File: src/rtl/mcu_spi_if.sv
// Target-side bus of the MCU SPI front end: byte strobes, payload and replies.
// master is the SPI deframer, slave is a target block such as sysctrl.
interface mcu_spi_if;
   logic       mcu_start;
   logic [7:0] mcu_dout;
   logic       mcu_sys_strobe;
   logic       mcu_hid_strobe;
   logic       mcu_osd_strobe;
   logic       mcu_sdc_strobe;
   logic [7:0] mcu_sys_din;
   logic [7:0] mcu_hid_din;
   logic [7:0] mcu_osd_din;
   logic [7:0] mcu_sdc_din;

   modport master (
      output mcu_start, mcu_dout,
      output mcu_sys_strobe, mcu_hid_strobe,
      output mcu_osd_strobe, mcu_sdc_strobe,
      input  mcu_sys_din, mcu_hid_din,
      input  mcu_osd_din, mcu_sdc_din
   );

   modport slave (
      input  mcu_start, mcu_dout,
      input  mcu_sys_strobe, mcu_hid_strobe,
      input  mcu_osd_strobe, mcu_sdc_strobe,
      output mcu_sys_din, mcu_hid_din,
      output mcu_osd_din, mcu_sdc_din
   );
endinterface

File: src/rtl/mcu_spi.sv
// SPI slave front end: syncs MCU pins into clk, deframes bytes, routes
// each frame to a target by its first byte and returns replies on MISO.
module mcu_spi #(
   parameter logic [7:0] TGT_SYS = 8'd1,
   parameter logic [7:0] TGT_HID = 8'd2,
   parameter logic [7:0] TGT_OSD = 8'd3,
   parameter logic [7:0] TGT_SDC = 8'd4
) (
   input  logic      clk,
   input  logic      reset,
   input  logic      spi_csn,
   input  logic      spi_sclk,
   input  logic      spi_mosi,
   output logic      spi_miso,
   mcu_spi_if.master mcu
);

   typedef enum logic [1:0] {IDLE, TARGET, CMD, DATA} state_t;
   typedef enum logic [2:0] {T_NONE, T_SYS, T_HID, T_OSD, T_SDC} tgt_t;

   state_t     state;
   tgt_t       tgt;
   tgt_t       id_tgt;
   logic [2:0] csn_s;
   logic [2:0] sclk_s;
   logic [1:0] mosi_s;
   logic [6:0] rx;
   logic [7:0] tx;
   logic [7:0] dout;
   logic [2:0] bitcnt;
   logic [3:0] stb;
   logic [3:0] sel;
   logic [7:0] rep;
   logic [7:0] byte_in;
   logic       start;
   logic       ld_p;
   logic       ld_d;
   logic       ldz_p;
   logic       ldz_d;
   logic       csn_q;
   logic       csn_fall;
   logic       sclk_rise;
   logic       sclk_fall;

   assign csn_q     = csn_s[1];
   assign csn_fall  = csn_s[2] & ~csn_s[1];
   assign sclk_rise = ~sclk_s[2] & sclk_s[1];
   assign sclk_fall = sclk_s[2] & ~sclk_s[1];
   assign byte_in   = {rx, mosi_s[1]};

   always_comb begin
      id_tgt = T_NONE;
      unique case (1'b1)
         (byte_in == TGT_SYS): id_tgt = T_SYS;
         (byte_in == TGT_HID): id_tgt = T_HID;
         (byte_in == TGT_OSD): id_tgt = T_OSD;
         (byte_in == TGT_SDC): id_tgt = T_SDC;
         default:              id_tgt = T_NONE;
      endcase
   end

   always_comb begin
      sel = 4'b0000;
      rep = 8'h00;
      case (tgt)
         T_SYS: begin sel = 4'b0001; rep = mcu.mcu_sys_din; end
         T_HID: begin sel = 4'b0010; rep = mcu.mcu_hid_din; end
         T_OSD: begin sel = 4'b0100; rep = mcu.mcu_osd_din; end
         T_SDC: begin sel = 4'b1000; rep = mcu.mcu_sdc_din; end
         default: ;
      endcase
   end

   // csn sync resets low so a reset taken with csn held low
   // does not fake a frame start; the frame resumes only on a real fall.
   always_ff @(posedge clk) begin
      if (reset) begin
         csn_s  <= 3'b000;
         sclk_s <= 3'b000;
         mosi_s <= 2'b00;
         state  <= IDLE;
         tgt    <= T_NONE;
         rx     <= 7'h00;
         tx     <= 8'h00;
         dout   <= 8'h00;
         bitcnt <= 3'd0;
         stb    <= 4'b0000;
         start  <= 1'b0;
         ld_p   <= 1'b0;
         ld_d   <= 1'b0;
         ldz_p  <= 1'b0;
         ldz_d  <= 1'b0;
      end else begin
         csn_s  <= {csn_s[1:0], spi_csn};
         sclk_s <= {sclk_s[1:0], spi_sclk};
         mosi_s <= {mosi_s[0], spi_mosi};
         stb    <= 4'b0000;
         start  <= 1'b0;
         ld_p   <= 1'b0;
         ld_d   <= ld_p;
         ldz_d  <= ldz_p;
         if (csn_fall) begin
            state  <= TARGET;
            tgt    <= T_NONE;
            bitcnt <= 3'd0;
            tx     <= 8'h00;
            ld_d   <= 1'b0;
         end else if (csn_q) begin
            state  <= IDLE;
            bitcnt <= 3'd0;
         end else if (state != IDLE) begin
            // The fall closing a byte (bitcnt back at 0) keeps the
            // reply MSB in place for the next byte's first rise.
            if (ld_d)
               tx <= ldz_d ? 8'h00 : rep;
            else if (sclk_fall && bitcnt != 3'd0)
               tx <= {tx[6:0], 1'b0};
            if (sclk_rise) begin
               rx     <= byte_in[6:0];
               bitcnt <= bitcnt + 3'd1;
               if (bitcnt == 3'd7) begin
                  ld_p <= 1'b1;
                  unique case (state)
                     TARGET: begin
                        tgt   <= id_tgt;
                        state <= CMD;
                        ldz_p <= 1'b1;
                     end
                     CMD: begin
                        dout  <= byte_in;
                        state <= DATA;
                        ldz_p <= 1'b0;
                        stb   <= sel;
                        start <= (tgt != T_NONE);
                     end
                     DATA: begin
                        dout  <= byte_in;
                        ldz_p <= 1'b0;
                        stb   <= sel;
                     end
                     default: ;
                  endcase
               end
            end
         end
      end
   end

   assign spi_miso           = tx[7];
   assign mcu.mcu_start      = start;
   assign mcu.mcu_dout       = dout;
   assign mcu.mcu_sys_strobe = stb[0];
   assign mcu.mcu_hid_strobe = stb[1];
   assign mcu.mcu_osd_strobe = stb[2];
   assign mcu.mcu_sdc_strobe = stb[3];

endmodule

File: src/flat_wrapper.sv
// flat-port wrapper written by rule: the top's interface ports become plain ports
module mcu_spi_flat 
#(
   parameter logic [7:0] TGT_SYS = 8'd1,
   parameter logic [7:0] TGT_HID = 8'd2,
   parameter logic [7:0] TGT_OSD = 8'd3,
   parameter logic [7:0] TGT_SDC = 8'd4
)
  (clk, reset, spi_csn, spi_sclk, spi_mosi, spi_miso, mcu_mcu_start, mcu_mcu_dout, mcu_mcu_sys_strobe, mcu_mcu_hid_strobe, mcu_mcu_osd_strobe, mcu_mcu_sdc_strobe, mcu_mcu_sys_din, mcu_mcu_hid_din, mcu_mcu_osd_din, mcu_mcu_sdc_din);
  mcu_spi_if mcu_i ();
  input  logic clk;
  input  logic reset;
  input  logic spi_csn;
  input  logic spi_sclk;
  input  logic spi_mosi;
  output logic spi_miso;
  output wire logic [$bits(mcu_i.mcu_start)-1:0] mcu_mcu_start;
  output wire logic [$bits(mcu_i.mcu_dout)-1:0] mcu_mcu_dout;
  output wire logic [$bits(mcu_i.mcu_sys_strobe)-1:0] mcu_mcu_sys_strobe;
  output wire logic [$bits(mcu_i.mcu_hid_strobe)-1:0] mcu_mcu_hid_strobe;
  output wire logic [$bits(mcu_i.mcu_osd_strobe)-1:0] mcu_mcu_osd_strobe;
  output wire logic [$bits(mcu_i.mcu_sdc_strobe)-1:0] mcu_mcu_sdc_strobe;
  input wire logic [$bits(mcu_i.mcu_sys_din)-1:0] mcu_mcu_sys_din;
  input wire logic [$bits(mcu_i.mcu_hid_din)-1:0] mcu_mcu_hid_din;
  input wire logic [$bits(mcu_i.mcu_osd_din)-1:0] mcu_mcu_osd_din;
  input wire logic [$bits(mcu_i.mcu_sdc_din)-1:0] mcu_mcu_sdc_din;
  assign mcu_mcu_start = mcu_i.mcu_start;
  assign mcu_mcu_dout = mcu_i.mcu_dout;
  assign mcu_mcu_sys_strobe = mcu_i.mcu_sys_strobe;
  assign mcu_mcu_hid_strobe = mcu_i.mcu_hid_strobe;
  assign mcu_mcu_osd_strobe = mcu_i.mcu_osd_strobe;
  assign mcu_mcu_sdc_strobe = mcu_i.mcu_sdc_strobe;
  assign mcu_i.mcu_sys_din = mcu_mcu_sys_din;
  assign mcu_i.mcu_hid_din = mcu_mcu_hid_din;
  assign mcu_i.mcu_osd_din = mcu_mcu_osd_din;
  assign mcu_i.mcu_sdc_din = mcu_mcu_sdc_din;
  mcu_spi #(.TGT_SYS(TGT_SYS), .TGT_HID(TGT_HID), .TGT_OSD(TGT_OSD), .TGT_SDC(TGT_SDC)) u_core (.clk(clk), .reset(reset), .spi_csn(spi_csn), .spi_sclk(spi_sclk), .spi_mosi(spi_mosi), .spi_miso(spi_miso), .mcu(mcu_i));
endmodule
File: config.mk
export PLATFORM = sky130hd
export DESIGN_NAME = mcu_spi_flat
export DESIGN_NICKNAME = d
export VERILOG_FILES = /design/src/rtl/mcu_spi_if.sv /design/src/rtl/mcu_spi.sv /design/src/flat_wrapper.sv
export SDC_FILE = /design/constraint.sdc
export NUM_CORES = 1
export LEC_CHECK = 0
export BUFFER_PORTS_ARGS = -buffer_cell sky130_fd_sc_hd__buf_2
export CAP_MARGIN = 20
export CORE_MARGIN = 10
export CORE_UTILIZATION = 30
export CTS_CLUSTER_SIZE = 16
export DETAILED_ROUTE_END_ITERATION = 8
export REMOVE_ABC_BUFFERS = 1
export SLEW_MARGIN = 20
export SYNTH_ARGS = -nofsm -noshare
export SYNTH_HDL_FRONTEND = slang
export SYNTH_SLANG_ARGS = --single-unit
File: constraint.sdc
create_clock -name clk -period 2.4 [get_ports clk]
set_clock_uncertainty 0.15 [all_clocks]
set_input_delay 0.48 -clock clk [delete_from_list [all_inputs] [get_ports clk]]
set_output_delay 0.48 -clock clk [all_outputs]
set_load 0.005 [all_outputs]
==> results of run 1 <==
[power groups by stage]
stage | Clock (mW) | Sequential [mW] | Combinational (mW)
2_1_floorplan | 0 | 0.824 | 0.0254
3_3_place_gp | 0 | 0.826 | 0.0685
3_5_place_dp | 0 | 0.826 | 0.0686
4_1_cts | 0.589 | 0.807 | 0.0693
5_1_grt | 0.625 | 0.808 | 0.0774
6_report | 0.564 | 0.807 | 0.0687
[layer usage]
metal  routed length [um]  GRT usage  up-vias
met5                    0          0        -
met4                    8     0.0179        0
met3                  299     0.0291        2
met2                 2020      0.131       56
met1                 2630      0.124      791
li1                     -          -      911
[Yosys cell counts]
cell / number / area share
and2b_1: 1 / 0.0035
a21boi_0: 1 / 0.0035
clkbuf_2: 1 / 0.0023
mux2i_1: 3 / 0.014
or4_4: 1 / 0.0053
or4_1: 1 / 0.0035
o21ai_0: 1 / 0.0023
nand3b_1: 1 / 0.0035
o22a_1: 8 / 0.033
buf_2: 4 / 0.0094
nor4b_1: 3 / 0.012
a31oi_1: 1 / 0.0029
or3_1: 2 / 0.0059
nor2_1: 9 / 0.016
clkbuf_1: 4 / 0.0070
xnor2_1: 1 / 0.0041
buf_1: 1 / 0.0018
dfxtp_1: 48 / 0.45
nor3b_1: 3 / 0.011
and2_1: 2 / 0.0059
nand3_1: 7 / 0.016
nand3_4: 1 / 0.0082
a21oi_1: 19 / 0.044
nor3b_2: 1 / 0.0059
nor2_2: 1 / 0.0029
o21ai_1: 1 / 0.0023
a32oi_1: 8 / 0.033
a21boi_1: 1 / 0.0035
nand4_1: 1 / 0.0029
and3_1: 10 / 0.029
a311o_1: 7 / 0.033
a31o_2: 1 / 0.0041
nand2_1: 20 / 0.035
nor2b_1: 21 / 0.061
and3b_1: 1 / 0.0041
ha_1: 7 / 0.041
nor3_1: 2 / 0.0047
and4bb_4: 1 / 0.0076
and4bb_2: 2 / 0.012
clkinv_1: 1 / 0.0018
mux2_2: 8 / 0.042
inv_1: 5 / 0.0088
[layout by cell type, fill, tap and decap left out, drive strengths merged, types with 7 or more instances in the layout]
cell   instances
a21oi         19
o22a           8
buf           55
ha             7
and3          10
a311o          7
nor2b         21
nand3          8
nand2         20
dfxtp         48
nor2          10
a32oi          8
mux2           8
[per-stage QoR]
| step | power (mW) | setup WS [ns] | cells |
|---|---|---|---|
| 6_report | 1.44 | 0.275 | 371 |
| 4_1_cts | 1.47 | 0.272 | 371 |
| 2_1_floorplan | 0.850 | 0.140 | 212 |
| 5_1_grt | 1.51 | 0.106 | 371 |
| 3_5_place_dp | 0.895 | 0.306 | 363 |
| 3_3_place_gp | 0.894 | 0.376 | 363 |
[registers in the layout, indices dropped and copies added (netlist names)]
register / cells
u_core.mcu.mcu_dout: 8
u_core.tx: 8
u_core.rx: 7
u_core.stb: 4
u_core.bitcnt: 3
u_core.csn_s: 3
u_core.sclk_s: 3
u_core.tgt: 3
u_core.mosi_s: 2
u_core.state: 2
u_core.ld_d: 1
u_core.ld_p: 1
u_core.ldz_d: 1
u_core.ldz_p: 1
u_core.mcu.mcu_start: 1
[kinds of logic (layout without fill, tap and decap cells)]
kind of cell,count (synthesis),in the layout,synth area share
compound gates,48,48,0.162
xor+xnor,1,1,0.00410
buf+inv,16,69,0.0310
flops,48,48,0.450
simple gates,91,91,0.256
mux,11,11,0.0562
fa+ha+maj,7,7,0.0410
[worst register-to-register path, cell delays in order (launching register included)]
cell and delay, ns:
dfxtp_1 0.39, inv_1 0.08, ha_1 0.26, and4bb_4 0.41, nand3_4 0.11, or4_1 0.51, a21boi_1 0.14
[final cells by class]
cell class                      count  area (um^2)  area share
Clock buffer                        5         68.8      0.0263
Clock inverter                      3         42.5      0.0163
Tap cell                           96          120      0.0460
Timing Repair Buffer               55          288       0.110
Multi-Input combinational cell    158         1110       0.425
Sequential cell                    48          961       0.368
Inverter                            6         22.5     0.00862
[path summary, 6_finish.rpt]
kind,from,cells past startpoint,to,slack (ns)
min,spi_csn,2,u_core.csn_s[0],0.24
max,u_core.state[0],6,u_core.tgt[2],0.28
min reg2reg,u_core.ld_p,1,u_core.ld_d,0.29
max reg2reg,u_core.state[0],6,u_core.tgt[2],0.28
==> run metrics, run 1 <==
vias in the first global route=about 1,700; Filler cells=713; I/O pins=51; internal power=~1.1 mW; Final min period=2.12 ns; WP buf/inv=1; max cap viols=0; CTS Buf Count=5; placed inst area=about 2500 um^2; Mapped Avg Cell Area=a little under 10 um^2; post_cts resized=0; WL/cell=around 13 um; final hold slack=around 0.24 ns; routability cong.=a little over 0.8; leakage=1.07 nW; WL final=approximately 5.0 mm; Worst Path Arrival=2.20 ns; Final nets=~320; GRT Total Usage=0.0894; antenna diode count=0; CP startpoint kind=flop; outcome=completed; initial antenna violation count=0; flops & latches, synth=48; Remaining Overflow, GRT=0; drc violations=0; largest net degree at the start of global routing=25; detailed placement HPWL=3.73 mm; Final Util=0.380; Pre-antenna DRT Iters=4; Final Hold Viols=0; Die Ht=about 100 um; crit share post-route=0.885; Comb pwr share=0.048; Clock H-tree levels=2; Min-Delay Path Class=primary input to flop; vias per inst=approximately 4.7; clock slew at reported path FFs=around 0.09 ns; Max stage delay on crit path=around 0.5 ns; post-route ant nets=0; starting density of the core=0.311; Max Freq=between 400 and 500 MHz; Slew Limit Fails=0; Netlist Area Pre-Place=about 2100 um^2; Die Area=between 10,000 and 15,000 um^2; RSZ-0062 raised after global routing=false; setup repair bufs after CTS=0; Seq pwr share=0.561; worst vdd ir=0.000302 V; Tightest Pin Transition=0.615 ns; unique cell type count in the Yosys netlist=42; number of port buffers=50; crit-path max FO=6; post-synthesis cell count=about 220; cell row count=30; post-route cell area=between 2000 and 3000 um^2; global-route wire length before repair=around 8.4 mm; DR iter-0 viols=162; Slew HR=0.587; layout cells sized above 1=0.287; WP data required=2.47 ns; Clock Power Share=0.392; power per cell area=approximately 550 nW/um^2; CP cell instances=inv_1 -> ha_1 -> and4bb_4 -> nand3_4 -> or4_1 -> a21boi_1; worst-skew pair later-pin latency=about 0.29 ns; Net Switching=just under 0.3 mW; CTS tree=built; clk sinks=48; Crit path max-delay family=simple AND/OR/NAND/NOR gates; sequential fraction of the synthesis area=0.450; crit path capture type=flop; CTS Root Cell=clkbuf_8; clock buffer depth=2; yosys warns=0; Core Footprint=6870 um^2; slowest CP cell=or4_1; Crit Path Category=flop to flop; Die X=roughly 100 um; Area Overhead vs Synth=22.2%; via count=~1,800; Setup violations, final=0; switching share of total power=0.203; total negative slack=0 ns; hold buffers post-CTS=0
Power figures use the tool's default switching activity.
==> run 2: changes to the inputs <==
Settings changed: ABC_AREA from default to 1, CELL_PAD_IN_SITES_DETAIL_PLACEMENT from default to 1, CELL_PAD_IN_SITES_GLOBAL_PLACEMENT from default to 1, PLACE_DENSITY_LB_ADDON from default to 0.1.
==> run 2 against run 1 <==
Flip-flop and latch count is the same. Wire length grew 29%. Non-clock buffer count shrank 1. Clock power shrank 13%. Combinational power grew 19%. Synthesized area grew 14%. Clock-buffer cell count grew 3. Hold slack lost 0.0019 ns. Maximum frequency grew 16%. Critical endpoint is now u_core.mcu.mcu_dout[2]. Highest routed layer unchanged.
==> run metrics, run 2 <==
Setup violations, final=0 (unchanged); Tightest Pin Transition=0.430 ns (-0.186 ns); Worst Path Arrival=1.89 ns (-0.31 ns); crit path capture type=flop; Synth top area share=0.393 (-0.0566); post-route cell area=2870 um^2 (+9.8%); CTS tree=built; Die Area=12,200 um^2 (+12%); clk sinks=48 (unchanged); largest cells by area after synthesis=dfxtp_1 39%, nand2_1 11%, nand4_1 6.7%; number of port buffers=50 (unchanged); yosys warns=0 (unchanged); Core Footprint=7810 um^2 (+14%); WP data required=2.45 ns (-0.02 ns); Final Hold Viols=0 (unchanged); WL/cell=13.1 um (-2.2%); hold buffers post-CTS=0 (unchanged); Final nets=431 (+36%); layout cells sized above 1=0.250 (-0.0373); cell row count=32 (+6.7%); post-route ant nets=0 (unchanged); unique cell type count in the Yosys netlist=23 (-45%); global-route wire length before repair=10.9 mm (+30%); most common cell in the netlist=nand2_1; post_cts resized=0 (unchanged); Max Freq=544 MHz (+16%); vias in the first global route=2,315 (+36%); Pre-antenna DRT Iters=4 (unchanged); starting density of the core=0.313 (+0.00203); antenna diode count=0 (unchanged); CP cell instances=inv_1 -> ha_1 -> nor2_4 -> nand2_4 -> nor2_8 -> nand2_1 -> o211ai_2 -> inv_2; drc violations=0 (unchanged); ys async rst share=0 (unchanged); initial antenna violation count=0 (unchanged); crit share post-route=0.766 (-0.120); Main synth FF type=dfxtp_1; vias per inst=4.56 (-3.9%); Post-synth EDFFs=0 (unchanged); Slew HR=0.711 (+0.124); Area Overhead vs Synth=17.3%; Clock H-tree levels=2 (unchanged); I/O pins=51 (unchanged); post-synthesis cell count=338 (+52%); clock slew at reported path FFs=0.08 ns (about the same); outcome=completed; CTS Root Cell=clkbuf_8; GRT Total Usage=0.111 (+0.0213); setup repair bufs after CTS=0 (unchanged); Die Ht=110 um (+5.6%); Slew Limit Fails=0 (unchanged); crit-path max FO=18 (+12); flops & latches, synth=48 (unchanged); Filler cells=1,018 (+43%); RSZ-0062 raised after global routing=false; total negative slack=0 ns (unchanged); leakage=1.34 nW (+26%); largest net degree at the start of global routing=29 (+16%); DR iter-0 viols=38 (-77%); worst vdd ir=0.000250 V (-17%); Final Util=0.367 (-0.0129); Mapped Avg Cell Area=7.23 um^2 (-25%); Die X=110 um (+5.6%); final hold slack=0.239 ns (-0.00188 ns); power after layout=1.38 mW (-4.1%); Final min period=1.84 ns (-0.287 ns); detailed placement HPWL=5.04 mm (+35%); placed inst area=2780 um^2 (+11%); routability cong.=0.768 (-5.9%); Max stage delay on crit path=0.38 ns (-0.13 ns); leading area contributor after synthesis=dfxtp_1; worst-skew pair later-pin latency=0.30 ns (about the same); max cap viols=0 (unchanged); Min-Delay Path Class=primary input to flop; power per cell area=481 nW/um^2 (-13%); Final WS setup=0.563 ns (+0.287 ns); clock buffer depth=2 (unchanged); FF-to-FF Start=u_core.state[0]; Post-Layout Cell Count=490 (+32%); Setup crit start=u_core.state[0]; WL final=6.40 mm (+29%); slowest CP cell=dfxtp_1; via count=2,235 (+27%); Post-synth top cells=73 x nand2_1, 48 x dfxtp_1, 35 x inv_1; commonest non-fill, non-tap cell in the layout=nand2_1; Netlist Area Pre-Place=2440 um^2 (+14%); CP startpoint kind=flop; placed instance count=482 (+33%); CTS Buf Count=5 (unchanged); Remaining Overflow, GRT=0 (unchanged); pre-CTS WS=0.540 ns (+0.234 ns); most frequent cells in the layout=73 x nand2_1, 50 x buf_2, 48 x dfxtp_1; Crit Path Category=flop to flop; hold_sp=spi_sclk; sequential fraction of the synthesis area=0.393 (-0.0566)
==> run 2: cells by family (layout without fill, tap and decap cells) <==
| logic type | Yosys count | in the layout | share of synthesized area |
|---|---|---|---|
| and+or+nand+nor | 161 | 161 | 0.323 |
| buffers and inverters | 76 | 126 | 0.128 |
| DFF | 48 | 48 | 0.393 |
| AOI/OAI and AO/OA | 46 | 46 | 0.120 |
| adders and majority gates | 7 | 7 | 0.0358 |
==> run 2: worst paths after layout <==
path              cells after the start  slack (ns)                     end
setup / recovery                      8        0.56  u_core.mcu.mcu_dout[2]
hold / removal                        3        0.24        u_core.sclk_s[0]
setup reg to reg                      8        0.56  u_core.mcu.mcu_dout[2]
hold reg to reg                       2        0.26         u_core.csn_s[1]
==> run 2: worst max-delay path, delay by kind of cell (launching register included) <==
| family | cells | cell delay, ns |
|---|---|---|
| buffers and inverters | 2 | 0.13 |
| AO/OA/AOI/OAI | 1 | 0.08 |
| flip-flops | 1 | 0.38 |
| AND/OR/NAND/NOR | 4 | 0.73 |
| adder cells (fa/ha/maj) | 1 | 0.27 |
==> run 2: final cells by class <==
| class | instances | area (um^2) | share of cell area |
|---|---|---|---|
| Sequential cell | 48 | 961 | 0.335 |
| Clock buffer | 8 | 90.1 | 0.0314 |
| Multi-Input combinational cell | 214 | 1170 | 0.408 |
| Timing Repair Buffer | 54 | 280 | 0.0977 |
| Tap cell | 102 | 128 | 0.0445 |
| Inverter | 64 | 240 | 0.0837 |
==> run 2: routing by layer <==
| metal | global-route usage | routed length [um] |
|---|---|---|
| met3 | 0.0226 | 327 |
| met4 | 0.0248 | 61 |
| met1 | 0.131 | 2820 |
| met5 | 0 | 0 |
| met2 | 0.200 | 3190 |
==> run 2: power by group <==
group          switching, mW  internal [mW]  total, mW
logic                 0.0470         0.0345     0.0815
clock network          0.254          0.235      0.489
registers            0.00619          0.804      0.811
==> run 3: changes to the inputs <==
Settings changed: ABC_AREA 1 to 0.
Clock period 2.4 ns to 1.7 ns, I/O delays scaled along.
==> run 3 against run 2 <==
The flow now finishes with violations (negative setup slack). Non-clock buffer count is 37 higher. Sequential share of layout area is 2.1 points lower. Critical endpoint is now u_core.stb[1]. Die area is 10% lower. Highest routed layer unchanged. Clock power rose by 31%. Combinational power grew 47%. Via count down 12%. Largest power group unchanged.
==> run metrics, run 3 (synthesis gave the netlist of run 1 again) <==
outcome=finished with violations; failing checks=negative setup slack; CTS tree=built; Die Ht=104 um (-5.3%); clock slew at reported path FFs=0.09 ns (about the same); Post-Layout Cell Count=406 (-17%); CTS Buf Count=5 (unchanged); CTS Root Cell=clkbuf_8; Final WS setup=-0.123 ns (-0.686 ns); cell row count=30 (-6.3%); Multi-input gate area=1280 um^2 (+9.1%); routability cong.=0.720 (-6.2%); commonest non-fill, non-tap cell in the layout=buf_2; detailed placement HPWL=4.55 mm (-9.8%); most frequent CP cell=ha_4; Core Footprint=6870 um^2 (-12%); I/O pins=51 (unchanged); worst vdd ir=0.000261 V (+4.6%); WL final=6.30 mm (-1.5%); power per cell area=615 nW/um^2 (+28%); Max Freq=548 MHz (+0.77%); clk sinks=48 (unchanged); vias per inst=4.83 (+5.9%); Slew Limit Fails=0 (unchanged); WP buf/inv=1 (-1); RSZ-0062 raised after global routing=true; vias in the first global route=2,035 (-12%); crit path capture type=flop; Tightest Pin Transition=0.578 ns (+0.148 ns); final hold slack=0.0963 ns (-0.143 ns); DR iter-0 viols=53 (+39%); largest net degree at the start of global routing=24 (-17%); Clock H-tree levels=2 (unchanged); CP cell instances=ha_4 -> ha_4 -> and4bb_4 -> and3b_1 -> and2b_2 -> buf_6 -> and3_4; Final nets=354 (-18%); worst-skew pair later-pin latency=0.30 ns (about the same); hold buffers post-CTS=0 (unchanged); global-route wire length before repair=10.5 mm (-4.0%); antenna diode count=0 (unchanged); placed instance count=394 (-18%); Die X=104 um (-5.3%); Setup violations, final=20 (+20); Remaining Overflow, GRT=0 (unchanged); leakage=1.27 nW (-5.6%); Final min period=1.82 ns (-0.0140 ns); post-route ant nets=0 (unchanged); max cap viols=0 (unchanged); starting density of the core=0.311 (-0.00203); Final Hold Viols=0 (unchanged); Pre-antenna DRT Iters=4 (unchanged); clock buffer depth=2 (unchanged); Min-Delay Path Class=primary input to flop; via count=1,961 (-12%); Storage cell area=970 um^2 (+0.91%); Filler cells=791 (-22%); layout cells sized above 1=0.471 (+0.221); most frequent cells in the layout=50 x buf_2, 43 x dfxtp_1, 28 x buf_4; number of port buffers=50 (unchanged); Die Area=10,900 um^2 (-10%); initial antenna violation count=0 (unchanged); Worst Path Arrival=1.87 ns (-0.02 ns); WP data required=1.74 ns (-0.71 ns); WL/cell=15.5 um (+19%); drc violations=0 (unchanged); crit-path max FO=4 (-14); Crit Path Category=flop to flop; Crit path max-delay family=simple AND/OR/NAND/NOR gates; Area Overhead vs Synth=44.3%; CP startpoint kind=flop; GRT Total Usage=0.115 (+0.00437); Final Util=0.449 (+0.0815); Slew HR=0.613 (-0.0984); slowest CP cell=dfxtp_4; Max stage delay on crit path=0.36 ns (-0.02 ns); crit share post-route=1.07 (+0.307)
run 3: cell types whose count changed in the layout (fill, tap and decap cells not counted), sizes merged, moves of 10 or more:
cell | before | now
buf | 54 | 91
nand4 | 26 | 1
nor2b | 0 | 21
nor2 | 29 | 10
o21ai | 16 | 2
clkinv | 17 | 2
nand3 | 24 | 8
and3 | 0 | 10
inv | 47 | 5
nand2 | 79 | 20
run 3: per-layer routing:
layer	part of all wire	up-vias	global-route usage
met5	0	-	0
met4	0.021	0	0.0417
met3	0.031	9	0.0266
met2	0.48	39	0.184
met1	0.47	935	0.147
li1	-	978	-
run 3: through the flow:
stage                     TNS, ns  setup slack (ns)  power, mW  instance area [um^2]
final                       -1.53            -0.123       1.90                  3080
after global routing        -3.07            -0.201       2.00                  3080
after CTS                   -1.84            -0.128       1.93                  3000
after detailed placement    -5.05            -0.227       1.28                  2750
after global placement      -4.14            -0.194       1.28                  2750
after floorplan             -7.02            -0.560       1.20                  2090
run 3: worst paths after layout:
| check | from | endpoint | slack, ns | cells after the start |
|---|---|---|---|---|
| worst min-delay path | spi_sclk | u_core.sclk_s[0] | 0.1 | 2 |
| worst min register to register | u_core.ld_p | u_core.ld_d | 0.28 | 1 |
| worst max-delay path | u_core.bitcnt[0] | u_core.stb[1] | -0.12 | 7 |
| worst max register to register | u_core.bitcnt[0] | u_core.stb[1] | -0.12 | 7 |
run 3: report_power, final:
group	total (mW)	switching (mW)	internal [mW]
clock	0.640	0.360	0.280
sequential	1.14	0.00732	1.13
combinational	0.120	0.0551	0.0652
run 3: repair_timing:
item / in CTS / in global routing
setup buffers: 4 / 3
endpoints found under the setup margin: 32 / 28
resized for setup: 36 / 20
pin swaps: 20 / 9
gates cloned: 0 / 0
run 3: cell type report:
type,instances,area share
well taps,96,0.0389
inverters,6,0.00811
flip-flops and latches,48,0.314
repair buffers,91,0.200
clock inverters,1,0.00162
multi-input cells,158,0.414
clock buffers,6,0.0235
